==> src/rtl/slave_spi4post.sv <==
// slave_spi4post: 16-bit SPI slave (SCK idle high, sample on rise, shift on fall)
// oversampled in the CLK domain through synchronizers and edge detectors.
module slave_spi4post #(
  parameter int SYNC_STAGES = 2
) (
  input  logic        CLK,
  input  logic        RST,
  input  logic        CS,
  input  logic        SCK,
  input  logic        MOSI,
  output logic        MISO,
  input  logic [15:0] Tx_word,
  output logic [15:0] Rx_word,
  output logic        Rx_valid,
  output logic        Abort,
  output logic        Busy
);
  typedef enum logic [2:0] {IDLE, LOAD, SHIFT, DONE, WAIT_CS} state_t;
  state_t state;
  logic [SYNC_STAGES-1:0][2:0] sync;
  logic cs_p, sck_p;
  logic cs_s, sck_s, mosi_s;
  logic cs_fall, cs_rise, sck_fall, sck_rise;
  logic [15:0] rx_sr;
  logic [14:0] tx_sr;
  logic [4:0] cnt;
  // MOSI is sampled at the last sync stage, the same depth the SCK edge is detected at
  assign {cs_s, sck_s, mosi_s} = sync[SYNC_STAGES-1];
  assign cs_fall = cs_p & ~cs_s;
  assign cs_rise = ~cs_p & cs_s;
  assign sck_fall = sck_p & ~sck_s;
  assign sck_rise = ~sck_p & sck_s;
  always_ff @(posedge CLK or negedge RST) begin
    if (!RST) begin
      sync <= '1;
      cs_p <= 1'b1;
      sck_p <= 1'b1;
    end else begin
      sync <= {sync[SYNC_STAGES-2:0], {CS, SCK, MOSI}};
      cs_p <= cs_s;
      sck_p <= sck_s;
    end
  end
  always_ff @(posedge CLK or negedge RST) begin
    if (!RST) begin
      state <= IDLE;
      MISO <= 1'b1;
      Rx_word <= '0;
      Rx_valid <= 1'b0;
      Abort <= 1'b0;
      Busy <= 1'b0;
      rx_sr <= '0;
      tx_sr <= '0;
      cnt <= '0;
    end else begin
      Rx_valid <= 1'b0;
      Abort <= 1'b0;
      case (state)
        IDLE: begin
          MISO <= 1'b1;
          Busy <= cs_fall;
          if (cs_fall) state <= LOAD;
        end
        LOAD: begin
          if (cs_rise) begin
            state <= IDLE;
            Abort <= 1'b1;
            Busy <= 1'b0;
            MISO <= 1'b1;
          end else begin
            state <= SHIFT;
            MISO <= Tx_word[15];
            tx_sr <= Tx_word[14:0];
            rx_sr <= '0;
            cnt <= '0;
          end
        end
        SHIFT: begin
          if (cnt == 5'd16) begin
            state <= DONE;
            Rx_word <= rx_sr;
            Rx_valid <= 1'b1;
            MISO <= 1'b1;
          end else if (cs_rise && !(sck_rise && cnt == 5'd15)) begin
            state <= IDLE;
            Abort <= 1'b1;
            Busy <= 1'b0;
            MISO <= 1'b1;
          end else begin
            if (sck_rise) begin
              rx_sr <= {rx_sr[14:0], mosi_s};
              cnt <= cnt + 5'd1;
            end
            // the fall at count 0 belongs to frame start; MISO already holds bit 15
            if (sck_fall && cnt != 5'd0) begin
              MISO <= tx_sr[14];
              tx_sr <= {tx_sr[13:0], 1'b0};
            end
          end
        end
        DONE: begin
          // CS may already be high if it rose together with the last SCK edge
          state <= cs_s ? IDLE : WAIT_CS;
          Busy <= ~cs_s;
          MISO <= 1'b1;
        end
        WAIT_CS: begin
          MISO <= 1'b1;
          if (cs_rise) begin
            state <= IDLE;
            Busy <= 1'b0;
          end
        end
        default: begin
          state <= IDLE;
          Busy <= 1'b0;
          MISO <= 1'b1;
        end
      endcase
    end
  end
endmodule
==> config.mk <==
export PLATFORM = sky130hd
export DESIGN_NAME = slave_spi4post
export DESIGN_NICKNAME = d
export VERILOG_FILES = /design/src/rtl/slave_spi4post.sv
export SDC_FILE = /design/constraint.sdc
export NUM_CORES = 1
export LEC_CHECK = 0
export BUFFER_PORTS_ARGS = -buffer_cell sky130_fd_sc_hd__buf_4
export CORE_MARGIN = 2
export CORE_UTILIZATION = 40
export DETAILED_ROUTE_END_ITERATION = 10
export GPL_TIMING_DRIVEN = 0
export PLACE_DENSITY_LB_ADDON = 0.12
export SETUP_SLACK_MARGIN = 0.5
export SLEW_MARGIN = 10
export SYNTH_ARGS = -nofsm -noshare
export SYNTH_HDL_FRONTEND = slang
export SYNTH_SLANG_ARGS = --single-unit
==> constraint.sdc <==
create_clock -name CLK -period 4.3 [get_ports CLK]
set_input_delay 0 -clock CLK [delete_from_list [all_inputs] [get_ports CLK]]
set_output_delay 0 -clock CLK [all_outputs]
set_load 0.01 [all_outputs]
==> flow_summary_export.csv, run 1 <==
group,metric,value,unit
outcome,outcome,"completed",
timing,setup_viol_count_final,0,
place,io_buffers,40,
timing,fin_crit,2.41,ns
place,gp_congestion,0.779,
global_routing,first_global_vias,2123,
power,power.leakage,1.77,nW
synthesis,synth_most_common_cell,"nand2_1",
global_routing,grt_pass1_wl,10100,um
setup_path,start_kind,"flop",
setup_path,critPathBufInv,1,
timing,hold_viol_final,0,
routing,drt_first_pass_iters,4,
layout,drive_gt1_share,31.6,%
timing,setup_tns,0,ns
setup_path,r2r_cells,8,
setup_path,crit_arrival,2.65,ns
place,placed_area,3400,um^2
routing,via_per_inst,4.82,
place,dpl.hpwl,3710,um
timing,drv_slew,0,
routing,drc,0,
global_routing,grt_antenna_before_repair,0,
global_routing,grt.total_usage,15.7,%
timing,rsz0062_at_grt,"false",
place,place_ws,1.90,ns
timing,slew_headroom,44.0,%
synthesis,ys_warn_count,0,
die,start_util,41.2,%
routing,drt_iter0_drc,112,
clocking,post-cts-setup-buffers,0,
die,rows,31,
die,die_y,90.2,um
clocking,cts_sinks,67,
synthesis,synth_edf_count,0,
routing,ant_nets,0,
layout,area_growth,26.4,%
synthesis,yosysTopAreaCell,"dfrtp_1",
setup_path,worst-path-stages,8,
layout,nNetsFinal,361,
die,die_w,90.2,um
synthesis,synth_top_family_by_area,"simple AND/OR/NAND/NOR gates",
setup_path,crit_slowest_cell,"dfrtp_1",
power,p_switching,0.503,mW
clocking,clockRootBuffer,"clkbuf_8",
setup_path,critPathMaxStageDelay,0.40,ns
power,swShare,30.4,%
hold_path,hold_depth,4,
layout,post-route-util,52.1,%
synthesis,synth.avg_cell_area,11.1,um^2
synthesis,synth.net_count,291,
timing,max_freq,0.414,GHz
synthesis,syn_area,2970,um^2
die,core,7210,um^2
synthesis,synth_cells,267,
clocking,cts_resized,0,
synthesis,synth_mux_area_share,13.2,%
setup_path,cp_max_fo,10,
die,ioPinCount,41,
setup_path,path_cells,"ha_1, and3_1, ha_1, nand3b_1, a211o_4, o21ai_4, buf_12, mux2_4",
timing,hold_ws,0.0264,ns
power,power_density,441,nW/um^2
place,place_inst,406,
routing,routed_wl,5740,um
power,combinationalPowerShare,24.5,%
routing,vias,2125,
power,p_int,1.15,mW
timing,fin_ws,1.89,ns
synthesis,synth_top_area_share,48.8,%
synthesis,synthTopCellsByCount,"nand2_1, dfrtp_1, mux2_2, o21ai_0",
setup_path,worstReg2RegStart,"cnt[0]$_DFFE_PN0P_",
clocking,h-tree-depth,3,
timing,period_share,56.1,%
setup_path,crit_start,"cnt[0]$_DFFE_PN0P_",
synthesis,synth_xor_area_share,0.294,%
routing,wl_per_cell,13.0,um
die,die_area,8140,um^2
synthesis,synthAdderAreaFrac,1.26,%
clocking,cts_tree,"yes",
setup_path,critPathTopFamily,"compound AO/OA/AOI/OAI gates",
timing,clock_skew,0.00726,ns
flow_run,max_cap_violations,0,
synthesis,synth-main-ff-cell,"dfrtp_1",
power,clkPwrFrac,27.5,%
synthesis,async_flop_share,100,%
hold_path,holdCritPathClass,"primary input to flop",
setup_path,path_common_cell,"ha_1",
layout,instances_no_fill,441,
timing,tightest_slew,0.841,ns
setup_path,crit_type,"flop to flop",
clocking,cts_buffers,9,
clocking,cts.path.max_buffers,2,
synthesis,synthSimpleGateAreaFrac,16.2,%
synthesis,synth.yosys.seq_area_share,56.8,%
global_routing,grt_max_degree,68,
power,seqPwrFrac,48.1,%
global_routing,grt-ovfl-total,0,
clocking,clk_latency,0.35,ns
layout,antenna_cells,0,
layout,final_area,3760,um^2
synthesis,ys_types,40,
setup_path,cp.required,4.53,ns
setup_path,critical_path.endpoint_type,"flop",
clocking,cts.reportedPaths.clkPinSlew,0.08,ns
hold_path,hp-start,"Tx_word[1]",
synthesis,ys_ff_latch,67,
synthesis,synthTopCellsByArea,"dfrtp_1, nand2_1, mux2_2, dfstp_2, mux2_4",
power,ir_worst_vdd,0.000183,V
synthesis,synth_compound_area_share,8.41,%
power,power.total,1.66,mW
worst min-delay path: cells and delay by family:
family | cells | cell delay, ns
AND/OR/NAND/NOR | 1 | 0.04
multiplexers | 1 | 0.15
AO/OA/AOI/OAI | 1 | 0.09
buffers and inverters | 1 | 0.07
path summary, 6_finish.rpt:
check	endpoint	slack (ns)
max	tx_sr[11]$_DFFE_PN0P_	1.89
min	tx_sr[1]$_DFFE_PN0P_	0.03
max reg2reg	tx_sr[11]$_DFFE_PN0P_	1.89
min reg2reg	sck_s$_DFF_PN1_	0.36
max in group asynchronous	rx_sr[2]$_DFFE_PN0P_	3.45
min in group asynchronous	cnt[2]$_DFFE_PN0P_	0.29
layer usage:
layer	part of all wire [%]	GRT usage [%]	up-vias
met4	1.7	6.54	0
met3	4.6	5.11	11
li1	-	-	1039
met1	47	20.3	1034
met5	0	0	-
met2	46	24.2	41
cells by family after synthesis:
logic type,count (synthesis)
compound gates,35
simple gates,108
mux,32
fa+ha+maj,3
xor+xnor,1
flops,67
buf+inv,21
power by group through the flow:
stage	clock network, mW	registers (mW)	logic, mW
floorplan	0	0.792	0.302
global placement	0	0.804	0.393
detailed placement	0	0.807	0.398
CTS	0.476	0.796	0.413
global route	0.494	0.810	0.460
finish	0.455	0.797	0.405
flip-flops by register name (all words and copies together), names as in the netlist, 3 cells and up:
register  count
Rx_word      16
rx_sr        16
tx_sr        15
cnt           5
state         3
sync          3
timing repair:
action	CTS	global route
setup endpoints to repair	0	0
endpoints found under the hold margin	76	0
hold buffers	19	0
layout by cell type (no fill, tap or decap), drive strengths merged, types with 2 or more instances in the layout:
master        n
dfrtp        58
nor2          3
inv           7
ha            3
nor3          3
nand2        83
o21ai        22
nor3b         4
clkinv        4
buf          48
dfstp         9
a31oi         2
nand2b        4
o22a          2
clkbuf       16
clkinvlp      2
mux2         31
dlygate4sd3  19
nand3         3
area by class of cell:
class	instances	area, um^2
Inverter	7	26.3
Clock buffer	10	128
Buffer	14	90.1
Multi-Input combinational cell	179	1170
Tap cell	99	124
Clock inverter	6	42.5
Timing Repair Buffer	59	490
Sequential cell	67	1690
Fill cell	696	3460
Note: power is estimated with default switching activity, not from simulation.
==> run 2: changes to the inputs <==
ABC_AREA = 1   (was default)
clock period = 2 ns   (was 4.3 ns; I/O delays follow)
==> run 2 against run 1 <==
Final cell count is 26% higher. Synthesized cell count is 38% higher. Synthesized area is 4.6% higher. Register-to-register slack worse by 1.6 ns. Global-route usage is 2.3 points higher. Sequential power is 120% higher. Final area is 12% higher. Critical path depth is 4 higher. Clock power grew to 2.9 times the previous value.
==> flow_summary_export.csv, run 2 <==
group,metric,value,unit
synthesis,synthTopCellsByArea,"dfrtp_1, nand2_1, dfstp_2, nand3_1, nand4_1",
setup_path,r2r_cells,12,
global_routing,grt-ovfl-total,0,
clocking,cts_tree,"yes",
global_routing,grt_pass1_wl,12100,um
synthesis,ys_warn_count,0,
clocking,h-tree-depth,3,
layout,mostFrequentLayoutCells,"nand2_1, buf_4, dfrtp_1",
routing,ant_nets,0,
timing,clock_skew,0.0114,ns
global_routing,first_global_vias,2594,
global_routing,met1_usage,24.9,%
routing,routed_wl,6930,um
global_routing,grt.total_usage,17.9,%
timing,setup_tns,0,ns
layout,nNetsFinal,473,
clocking,clockRootBuffer,"clkbuf_8",
hold_path,hp-start,"Tx_word[1]",
layout,area_growth,35.1,%
routing,wl_per_cell,12.5,um
synthesis,synth_cells,368,
synthesis,synth_top_area_share,46.6,%
synthesis,ys_ff_latch,67,
hold_path,holdCritPathClass,"primary input to flop",
synthesis,synth.avg_cell_area,8.46,um^2
global_routing,grt_max_degree,68,
power,power.leakage,2.22,nW
outcome,outcome,"completed",
timing,hold_viol_final,0,
setup_path,worstReg2RegStart,"cnt[0]$_DFFE_PN0P_",
setup_path,start_kind,"flop",
setup_path,critPathTopFamily,"simple AND/OR/NAND/NOR gates",
power,swShare,36.7,%
hold_path,hold_depth,5,
routing,drt_first_pass_iters,4,
timing,period_share,85.9,%
setup_path,crit_slowest_cell,"dfrtp_1",
synthesis,syn_area,3110,um^2
routing,drt_iter0_drc,116,
synthesis,synth-main-ff-cell,"dfrtp_1",
place,place_inst,510,
power,power_density,1190,nW/um^2
clocking,cts.path.max_buffers,2,
routing,drc,0,
setup_path,r2r-end,"tx_sr[10]$_DFFE_PN0P_",
power,power.total,5.01,mW
die,core,7650,um^2
place,gp_congestion,0.779,
synthesis,synth_edf_count,0,
setup_path,path_common_cell,"nand2_2",
setup_path,cp.required,2.22,ns
timing,tightest_slew,0.860,ns
setup_path,crit_arrival,1.94,ns
synthesis,ys_types,25,
clocking,cts_buffers,9,
timing,rsz0062_at_grt,"true",
global_routing,busiest_layer,"met2",
place,dpl.hpwl,4240,um
synthesis,yosysTopAreaCell,"dfrtp_1",
global_routing,met2_usage,27.9,%
setup_path,r2r_slack,0.28,ns
routing,via_per_inst,4.76,
timing,setup_viol_count_final,0,
synthesis,synth.net_count,392,
power,ir_worst_vdd,0.000522,V
setup_path,critPathMaxStageDelay,0.37,ns
global_routing,use_met3,3.04,%
synthesis,synthTopCellsByCount,"nand2_1, dfrtp_1, nand3_1, nand4_1, inv_1",
power,clkPwrFrac,26.1,%
timing,drv_slew,0,
setup_path,crit_type,"flop to flop",
layout,mostFrequentLayoutCell,"nand2_1",
flow_run,max_cap_violations,0,
synthesis,async_flop_share,100,%
die,die_y,92.2,um
layout,reg.largest.list,"Rx_word x16, rx_sr x16, tx_sr x15",
layout,drive_gt1_share,33.7,%
die,die_w,92.2,um
die,rows,32,
setup_path,path_cells,"ha_2, nand2_2, nor2_2, ha_2, nand3_2, nand2_2, nand2_4, nand2_8, nand3_4, buf_6, nand2_2, nand2_1",
die,start_util,40.7,%
timing,slew_headroom,42.7,%
die,die_area,8500,um^2
place,io_buffers,40,
power,seqPwrFrac,34.9,%
power,combinationalPowerShare,39.0,%
clocking,cts.reportedPaths.clkPinSlew,0.07,ns
synthesis,synth.yosys.seq_area_share,54.2,%
layout,antenna_cells,0,
hold_path,min_to,"tx_sr[1]$_DFFE_PN0P_",
clocking,cts_sinks,67,
global_routing,grt_antenna_before_repair,0,
clocking,clk_latency,0.34,ns
power,p_int,3.17,mW
die,ioPinCount,41,
setup_path,critical_path.endpoint_type,"flop",
setup_path,cp_max_fo,5,
routing,vias,2649,
power,p_switching,1.84,mW
synthesis,synth_most_common_cell,"nand2_1",
layout,instances_no_fill,556,
timing,fin_crit,1.72,ns
setup_path,critPathBufInv,1,
timing,max_freq,0.582,GHz
## run 2: through the flow
stage	hold slack, ns	worst slack, ns	utilization, %	cell area (um^2)
3_5_place_dp	0.109	0.0867	46.8	3580
2_1_floorplan	-0.296	0.357	-	3150
6_report	0.0144	0.283	55.0	4210
3_3_place_gp	0.109	0.134	46.8	3580
4_1_cts	0.00310	0.265	54.1	4130
5_1_grt	0.0356	0.159	55.0	4210
## run 2: kinds of logic after synthesis
| kind of cell | after synthesis | synth area share, % |
|---|---|---|
| AO/OA/AOI/OAI | 6 | 1.37 |
| flip-flops | 67 | 54.2 |
| adder cells (fa/ha/maj) | 3 | 1.21 |
| buffers and inverters | 37 | 6.23 |
| AND/OR/NAND/NOR | 255 | 37.0 |
## run 2: power by group through the flow
stage	Combinational (mW)	Clock, mW	Sequential, mW
5_1_grt	2.18	1.40	1.77
2_1_floorplan	1.25	0	1.74
4_1_cts	1.91	1.34	1.74
3_3_place_gp	1.65	0	1.75
3_5_place_dp	1.67	0	1.76
6_report	1.95	1.31	1.75
## run 2: metal layers
metal | up-vias | routed length, um
met5 | - | 0
met4 | 0 | 79
met3 | 10 | 191
met2 | 42 | 3300
met1 | 1260 | 3350
li1 | 1337 | -
## run 2: how the worst max path moves through the flow
stage | startpoint | slack (ns) | endpoint | depth (start not counted)
6_report | cnt[0]$_DFFE_PN0P_ | 0.28 | tx_sr[10]$_DFFE_PN0P_ | 12
5_1_grt | cnt[1]$_DFFE_PN0P_ | 0.16 | tx_sr[8]$_DFFE_PN0P_ | 12
4_1_cts | cnt[0]$_DFFE_PN0P_ | 0.27 | tx_sr[10]$_DFFE_PN0P_ | 12
3_5_place_dp | cnt[0]$_DFFE_PN0P_ | 0.09 | tx_sr[7]$_DFFE_PN0P_ | 11
3_3_place_gp | cnt[0]$_DFFE_PN0P_ | 0.13 | tx_sr[7]$_DFFE_PN0P_ | 11
2_1_floorplan | cnt[1]$_DFFE_PN0P_ | 0.36 | tx_sr[10]$_DFFE_PN0P_ | 12
## run 2: area by class of cell
class	count	area (um^2)
Tap cell	102	128
Clock buffer	11	151
Inverter	20	82.6
Multi-Input combinational cell	264	1340
Clock inverter	5	85.1
Timing Repair inverter	1	7.51
Sequential cell	67	1690
Buffer	17	149
Timing Repair Buffer	69	576
Fill cell	693	3440
## run 2: repair_timing
action	4_1_cts	5_1_grt
hold buffers	6	0
pin swaps	12	8
setup endpoints to repair	57	58
buffers inserted	16	5
gates resized for setup	33	14
gates cloned	3	0
hold endpoints to repair	63	0
## run 2: worst min-delay path: stages
cell and delay, ns:
buf_4 0.08, nand2_1 0.05, nand2_1 0.05, nand4_1 0.08, nand2_1 0.06
==> run 3: changes to the inputs <==
clock period = 1.83 ns   (was 2 ns; I/O delays follow)
==> run 3 against run 2 <==
Critical path depth unchanged. Setup slack got worse by 0.19 ns. Via count up 0.83%. Power rose by 15%. Die area is the same. Final cell count down 0.90%. Non-clock buffer count fell by 5. Clock power up 18%. Critical path type unchanged. Highest routed layer unchanged.
==> flow_summary_export.csv, run 3 (same netlist as run 2, synthesis figures left out) <==
group,metric,value,unit
layout,nFillCells,673,
global_routing,first_global_vias,2639,
power,ir_worst_vdd,0.000666,V
flow_run,max_cap_violations,0,
routing,ant_nets,0,
routing,routed_wl,7180,um
setup_path,cp_max_fo,10,
setup_path,cp.required,2.06,ns
setup_path,worst-path-stages,12,
setup_path,critPathTopFamily,"simple AND/OR/NAND/NOR gates",
setup_path,crit_arrival,1.97,ns
place,placed_area,3600,um^2
routing,vias,2671,
layout,mostFrequentLayoutCell,"nand2_1",
die,die_y,92.2,um
timing,fin_ws,0.0921,ns
place,io_buffers,40,
layout,final_area,4340,um^2
layout,reg.largest.list,"Rx_word x16, rx_sr x16, tx_sr x15",
timing,drv_slew,0,
timing,tightest_slew,0.849,ns
global_routing,grt.total_usage,17.9,%
setup_path,crit_type,"flop to flop",
power,power_density,1330,nW/um^2
routing,drc,0,
global_routing,grt_pass1_wl,12100,um
clocking,cts_buffers,9,
die,start_util,40.7,%
clocking,cts.path.max_buffers,2,
global_routing,grt_max_degree,68,
timing,setup_viol_count_final,0,
timing,clock_skew,0.0118,ns
clocking,clockRootBuffer,"clkbuf_8",
setup_path,path_cells,"ha_2, nand2_2, nor2_2, ha_2, nand3_2, nand2_2, nand2_4, nand2_8, nand3_4, buf_6, nand2_1, nand2_1",
layout,regArea,1690,um^2
clocking,clk_latency,0.35,ns
die,ioPinCount,41,
routing,wl_per_cell,13.0,um
timing,rsz0062_at_grt,"true",
timing,max_freq,0.575,GHz
place,gp_congestion,0.793,
setup_path,critPathMaxStageDelay,0.37,ns
setup_path,crit_slowest_cell,"dfrtp_1",
hold_path,hp-start,"Tx_word[11]",
layout,nNetsFinal,468,
setup_path,worstReg2RegStart,"cnt[0]$_DFFE_PN0P_",
setup_path,critical_path.endpoint_type,"flop",
layout,area_growth,39.4,%
timing,hold_ws,0.0164,ns
die,rows,32,
layout,mostFrequentLayoutCells,"nand2_1, dfrtp_1, buf_4",
place,dpl.hpwl,4270,um
timing,fin_crit,1.74,ns
die,die_area,8500,um^2
power,power.leakage,2.25,nW
clocking,h-tree-depth,3,
setup_path,start_kind,"flop",
clocking,cts.reportedPaths.clkPinSlew,0.07,ns
routing,via_per_inst,4.85,
global_routing,grt-ovfl-total,0,
place,place_ws,-0.0732,ns
die,die_w,92.2,um
timing,hold_viol_final,0,
layout,drive_gt1_share,39.6,%
clocking,cts_sinks,67,
die,core,7650,um^2
timing,slew_headroom,43.4,%
layout,antenna_cells,0,
outcome,outcome,"completed",
hold_path,hold_depth,5,
clocking,cts_tree,"yes",
layout,multi_input_area,1440,um^2
setup_path,r2r_cells,12,
timing,period_share,95.0,%
routing,drt_iter0_drc,104,
hold_path,holdCritPathClass,"primary input to flop",
global_routing,grt_antenna_before_repair,0,
setup_path,critPathBufInv,1,
setup_path,crit_start,"cnt[0]$_DFFE_PN0P_",
routing,drt_first_pass_iters,5,
## run 3: changes by cell type in the layout (fill, tap and decap cells not counted), moves of 4 or more
cell / previous run / this run
nand3_1: 41 / 34
nand2_2: 20 / 37
nand3_2: 3 / 10
nand2_1: 149 / 130
buf_4: 59 / 52
buf_8: 0 / 4
buf_6: 16 / 12
## run 3: where the power goes
part / switching [mW] / internal, mW
Combinational: 1.36 / 0.936
Sequential: 0.176 / 1.74
Clock: 0.591 / 0.945
Total: 2.13 / 3.63
## run 3: layer usage
layer / vias to the layer above / share of wire, % / wire, um / GRT usage, %
met5: - / 0 / 0 / 0
met4: 0 / 2.0 / 140 / 8.08
met3: 16 / 3.4 / 242 / 3.20
met2: 49 / 46 / 3290 / 27.1
met1: 1270 / 49 / 3500 / 25.1
li1: 1336 / - / - / -
## run 3: tightest hold or removal path, cell delays in order
cell and delay [ns]:
buf_4 0.08, nand2_1 0.04, nand2_1 0.05, nand4_1 0.09, nand2_1 0.07
## run 3: final cells by class
type / instances / share of cell area [%]
Multi-Input combinational cell: 264 / 33.2
Clock buffer: 10 / 3.17
Buffer: 17 / 3.63
Sequential cell: 67 / 38.9
Inverter: 20 / 2.02
Timing Repair inverter: 1 / 0.173
Timing Repair Buffer: 64 / 13.4
Tap cell: 102 / 2.94
Clock inverter: 6 / 2.57
## run 3: timing repair
action | 4_1_cts | 5_1_grt
pin swaps | 9 | 9
hold endpoints to repair | 62 | 0
hold buffers | 5 | 0
gates cloned | 4 | 1
buffers inserted | 12 | 3
resized for setup | 31 | 48
setup endpoints to repair | 58 | 58
## run 3: path summary, 6_finish.rpt
kind	endpoint	slack [ns]
setup / recovery	rx_sr[0]$_DFFE_PN0P_	0.09
hold / removal	tx_sr[11]$_DFFE_PN0P_	0.02
hold reg to reg	mosi_s$_DFF_PN1_	0.36
max in group asynchronous	cnt[1]$_DFFE_PN0P_	0.97
min in group asynchronous	tx_sr[6]$_DFFE_PN0P_	0.31
setup reg to reg	rx_sr[0]$_DFFE_PN0P_	0.09
## run 3: metrics by stage
step	power, mW	utilization (%)	cells	setup TNS [ns]
final	5.75	56.7	551	0
after global routing	6.10	56.7	551	-0.139
after CTS	5.55	54.0	547	0
after detailed placement	3.75	47.1	510	-1.16
after global placement	3.74	47.1	510	-0.347
after floorplan	3.28	-	368	0
